==> src/rtl/ttl_pkg.sv <==
// Shared constants for the TTL counter library.
// TTL_74161_DECADE_EN selects 74160 decade stages instead of binary 74161 stages.
package ttl_pkg;

  localparam int TTL_NIBBLE = 4;

  localparam logic [TTL_NIBBLE-1:0] TTL_TERM_BIN = 4'hF;
  localparam logic [TTL_NIBBLE-1:0] TTL_TERM_DEC = 4'd9;

  // 74160 successor: 9 wraps to 0; the odd illegal codes 11/13/15 fall back to 4.
  function automatic logic [TTL_NIBBLE-1:0] ttl_next_dec(input logic [TTL_NIBBLE-1:0] q);
    logic [TTL_NIBBLE-1:0] nxt;
    nxt = q + 4'd1;
    if (q == TTL_TERM_DEC)  nxt = 4'd0;
    else if (q[0] && q[3])  nxt = 4'd4;
    return nxt;
  endfunction

endpackage

==> src/rtl/ttl_74161_stage.sv <==
// One 4-bit counter chip: 74161 binary by default, 74160 decade when
// TTL_74161_DECADE_EN is defined.
module ttl_74161_stage
  import ttl_pkg::*;
(
  input  logic                  CLK,
  input  logic                  CLR_n,
  input  logic                  LOAD_n,
  input  logic                  ENP,
  input  logic                  ENT,
  input  logic [TTL_NIBBLE-1:0] D,
  output logic [TTL_NIBBLE-1:0] Q,
  output logic                  RCO
);

  logic [TTL_NIBBLE-1:0] r_q;
  logic [TTL_NIBBLE-1:0] w_next;
  logic                  w_term;

`ifdef TTL_74161_DECADE_EN
  // Decade RCO decodes only QA & QD, so illegal odd codes also raise carry.
  assign w_next = ttl_next_dec(r_q);
  assign w_term = r_q[0] & r_q[3];
`else
  assign w_next = r_q + 4'd1;
  assign w_term = (r_q == TTL_TERM_BIN);
`endif

  // NOTE: sequential state uses non-blocking assignments; the clear is in the
  // sensitivity list so Q drops immediately, without waiting for CLK.
  always_ff @(posedge CLK or negedge CLR_n) begin
    if (!CLR_n)          r_q <= '0;
    else if (!LOAD_n)    r_q <= D;
    else if (ENP && ENT) r_q <= w_next;
  end

  assign Q   = r_q;
  assign RCO = ENT & w_term;

endmodule

==> src/rtl/ttl_74161.sv <==
// Cascadable synchronous counter built from STAGES 4-bit chips; carry chain is
// combinational so all stages update on the same edge. Decade mode: TTL_74161_DECADE_EN.
module ttl_74161
  import ttl_pkg::*;
#(
  parameter int STAGES = 1
) (
  input  logic                         CLK,
  input  logic                         CLR_n,
  input  logic                         LOAD_n,
  input  logic                         ENP,
  input  logic                         ENT,
  input  logic [TTL_NIBBLE*STAGES-1:0] D,
  output logic [TTL_NIBBLE*STAGES-1:0] Q,
  output logic                         RCO
);

  // w_ent[k] is the T-enable into stage k; w_ent[k+1] is that stage's RCO.
  logic [STAGES:0] w_ent;

  assign w_ent[0] = ENT;

  for (genvar k = 0; k < STAGES; k++) begin : g_stage
    ttl_74161_stage u_stage (
      .CLK    (CLK),
      .CLR_n  (CLR_n),
      .LOAD_n (LOAD_n),
      .ENP    (ENP),
      .ENT    (w_ent[k]),
      .D      (D[k*TTL_NIBBLE +: TTL_NIBBLE]),
      .Q      (Q[k*TTL_NIBBLE +: TTL_NIBBLE]),
      .RCO    (w_ent[k+1])
    );
  end

  assign RCO = w_ent[STAGES];

endmodule
==> config.mk <==
export PLATFORM = sky130hd
export DESIGN_NAME = ttl_74161
export DESIGN_NICKNAME = d
export VERILOG_FILES = /design/src/rtl/ttl_pkg.sv /design/src/rtl/ttl_74161_stage.sv /design/src/rtl/ttl_74161.sv
export SDC_FILE = /design/constraint.sdc
export NUM_CORES = 1
export LEC_CHECK = 0
export CAP_MARGIN = 20
export CORE_AREA = 2 2 39 41
export CTS_BUF_LIST = sky130_fd_sc_hd__clkbuf_16
export DETAILED_ROUTE_END_ITERATION = 12
export DIE_AREA = 0 0 41 43
export PLACE_DENSITY = 0.51
export RECOVER_POWER = 50
export SLEW_MARGIN = 0
export SYNTH_ARGS = -nofsm -noshare
export SYNTH_HDL_FRONTEND = slang
export SYNTH_SLANG_ARGS = --single-unit
==> constraint.sdc <==
create_clock -name CLK -period 1.4 [get_ports CLK]
set_clock_uncertainty 0.15 [all_clocks]
set_input_delay 0.14 -clock CLK [delete_from_list [all_inputs] [get_ports CLK]]
set_output_delay 0.14 -clock CLK [all_outputs]
set_load 0.05 [all_outputs]
Word-level counts from Yosys, hierarchy flattened
Cells that the tools add are included.

Bits in registers: 4. Output and inout bits: 5. Word-level logic and storage cells: 8.

Bitwise operators: 1. Muxes and demuxes: 2. Reduce and logical (&&, ||, !) cells: 1. Equality and inequality tests: 2. Add/subtract/negate cells: 1.

Operator list (count): 2-to-1 mux 4 bit (2); adder 4 x 1 -> 4 bit (second input constant) (1); equality test 4 bit (second input constant) (1); inequality test 2 x 1 -> 1 bit (second input constant) (1); AND 1 bit (1); logical AND 1 bit (1).

Depth between registers and ports, before layout
Word-level depth: 3. Depth in mapped cells: 4. Mapped depth without buffers: 4.

Worst setup path after synthesis
OpenSTA, ideal clock, no wires.

Kind: register to output. Start: register g_stage[0].u_stage.r_q[0]. End: output port RCO. Path buffers: 0. Data arrival time: 1.298 ns. Stages on the path, launching flop included: 3. Setup slack: -0.188 ns. Cell sequence: dfrtp_1 ha_1 and4_2.

Longest elaborated chain between the ends: 2.

Ends and longest elaborated chain: start, declared (line ttl_74161_stage.sv:16) `logic [TTL_NIBBLE-1:0] r_q;`; start signal, assigned (line ttl_74161_stage.sv:34) `else if (ENP && ENT) r_q <= w_next;`; equality test 4 bit (line ttl_74161_stage.sv:26) `assign w_term = (r_q == TTL_TERM_BIN);`; AND 1 bit (line ttl_74161_stage.sv:38) `assign RCO = ENT & w_term;`; end, declared (line ttl_74161.sv:15) `output logic RCO`.

No other way between the ends.

Worst setup path in the final report
Ends and elaborated chain as after synthesis.

==> flow_metrics.tcl <==
set metrics [dict create \
    yosysSeqAreaShare_pct 45.98 \
    worstHoldStart "D[1]" \
    switching_share_pct 24.68 \
    largest_reg_flops 4 \
    reg2regPathDepth 4 \
    finalHoldViolations 0 \
    setup_viol 1 \
    maxSlewHeadroom_pct 81.66 \
    clockBufferDepth 2 \
    initial_core_util_pct 15.73 \
    drt_wl_total_um 592 \
    io_buffers 13 \
    fin_crit_sh_pct 101.5 \
    hold_class "primary input to flop" \
    yosys.area.top_type "dfrtp_1" \
    grtUsageTotal_pct 8.779 \
    core_area_um2 1384 \
    die-width_um 41 \
    synth-seq-cells 4 \
    yosys_warnings 0 \
    r2r_start "g_stage[0].u_stage.Q[1]" \
    drt-initial-drc-count 1 \
    drc 0 \
    period_minus_slack_ns 1.420 \
    h-tree-depth 1 \
    numCtsBuffers 3 \
    seq_power_share_pct 18.2 \
    whs_ns 0.3226 \
    intPower_uw 613.3 \
    syn_nets 33 \
    synth_commonest_cells "dfrtp_1, nor2_1, a21oi_1" \
    r2r_slack_ns 0.11 \
    synthToLayoutAreaGrowth_pct 148.9 \
    finalNetCount 56 \
    wl_per_cell_um 9.705 \
    crit_type "flop to output pin" \
    dr_total_vias 235 \
    synth.cell_area_um2 217.7 \
    antenna_found_initial 0 \
    rows 14 \
    r2r-end "g_stage[0].u_stage.Q[3]" \
    boundaryPins 14 \
    avgSynthCellArea_um2 9.466 \
    startpoint_type "flop" \
    worstPathRequired_ns 1.11 \
    p_comb_share_pct 26.3 \
    dr.pass1.iters 2 \
    slew_violations 0 \
    cts_root_buf "clkbuf_16" \
    antenna-diode-count 0 \
    worst_pin_slew_ns 0.2742 \
    hold_depth 3 \
    yosys.cell_types.count 13 \
    drive_above_1_share_pct 40.00 \
    worstSetupEndpointType "output pin" \
    die-area_um2 1763 \
    max_freq_mhz 704.0 \
    grt_max_degree 9 \
    arrival_ns 1.13 \
    failed_checks "negative setup slack" \
    cts_tree "yes" \
    first_global_vias 231 \
    grt-ovfl-total 0 \
    gp_congestion 0.6896 \
    power_density_nw_per_um2 1503 \
    status "complete, but fails checks" \
    netlist_instances 23 \
    grt_pass1_wl_um 959 \
    die_h_um 43 \
    netlist.area_leader.share_pct 45.98 \
    ant_nets 0 \
    synth_edf_count 0 \
    rsz0062_at_grt "true" \
    path_max_fanout 2 \
    min_to "g_stage[0].u_stage.Q[1]" \
    dp_slack_ns -0.08408 \
    netlist_top_cells_area "dfrtp_1, xor2_1, a21oi_1, nor2_1, ha_1" \
    clk_latency_ns 0.22 \
    clk_pin_slew_ns 0.03 \
    p_switching_uw 200.9 \
    fill_cells 135 \
    async_reset_ff_share_pct 100.0 \
    ir_drop_mv 1.194 \
    maxCapViolations 0 \
    p_clk_share_pct 55.5 \
    setup_slack_ns -0.02046 \
    p_leak_uw 0.0002320 \
    cts_sinks 4 \
    synthFlopType "dfrtp_1" \
    vias_per_cell 3.852 \
]
kinds of logic (layout without fill, tap and decap cells):
logic type      after synthesis  count (layout)  share of synthesized area [%]
fa+ha+maj                     1               1                          5.746
simple gates                  9               9                          21.84
xor+xnor                      2               2                          8.047
buf+inv                       1              23                          1.722
flops                         4               4                          45.98
mux                           1               1                          4.598
compound gates                5               5                          12.07
placed cells by master, fill, tap and decap left out:
cell and n:
clkdlybuf4s50_1 7, xor2_1 2, a21oi_1 3, buf_12 4, inv_1 1, a31oi_1 1, clkbuf_16 3, buf_4 5
nand2_2 1, nor2_1 4, mux2i_1 1, dfrtp_1 2, clkbuf_2 1, dlygate4sd3_1 2, and4_4 1, dfrtp_2 2
or3_1 1, ha_4 1, nand3_1 2, o21ai_0 1
power groups by stage:
stage / combinational (µW) / sequential (µW) / clock [µW]
floorplan: 40.6 / 195 / 0
global placement: 203 / 149 / 0
detailed placement: 206 / 150 / 0
CTS: 227 / 151 / 459
global route: 228 / 150 / 474
finish: 214 / 148 / 452
layout make-up:
type                            instances  area [µm²]  share of cell area, %
Clock buffer                            3       75.07                  13.86
Clock inverter                          1       3.754                 0.6928
Multi-Input combinational cell         18       127.6                  23.56
Sequential cell                         4       102.6                  18.94
Tap cell                               16       20.02                  3.695
Timing Repair Buffer                   19       212.7                  39.26
worst max path at each step:
stage                                        from                       to  slack [ns]
after floorplan           g_stage[0].u_stage.Q[0]                      RCO       -0.02
after global placement                        ENP  g_stage[0].u_stage.Q[3]       -0.03
after detailed placement                      ENT  g_stage[0].u_stage.Q[3]       -0.08
after CTS                 g_stage[0].u_stage.Q[1]                      RCO       -0.03
after global routing      g_stage[0].u_stage.Q[0]                      RCO       -0.04
final                     g_stage[0].u_stage.Q[0]                      RCO       -0.02
critical path, cell delays in order (launching register included):
cell     delay (ns)
dfrtp_2        0.41
ha_4           0.16
and4_4         0.19
buf_12         0.14
per-stage QoR:
step / TNS, ns / power (µW) / instances / area, µm² / util (%)
after floorplan: -0.02370 / 235.2 / 23 / 221.5 / -
after global placement: -0.02584 / 352.3 / 54 / 440.4 / 31.83
after detailed placement: -0.08408 / 356.4 / 54 / 440.4 / 31.83
after CTS: -0.02618 / 836.5 / 61 / 558.0 / 40.33
after global routing: -0.04207 / 851.5 / 61 / 541.8 / 39.15
final: -0.02046 / 814.2 / 61 / 541.8 / 39.15
timing repair:
item                                    CTS  global route
hold buffers                              1             0
gates resized for setup                   3             0
endpoints found under the setup margin    1             1
endpoints found under the hold margin     4             0
setup buffers                             2             0
pin swaps                                 0             0
per-layer routing:
layer  wire, µm  global-route usage, %  up-vias  part of all wire (%)
met3         61                  6.806        0                    10
met4          0                  4.000        0                     0
met5          0                      0        -                     0
li1           -                      -      127                     -
met2        286                  10.94        9                    48
met1        244                  10.78       99                    41
Power figures use the tool's default switching activity.
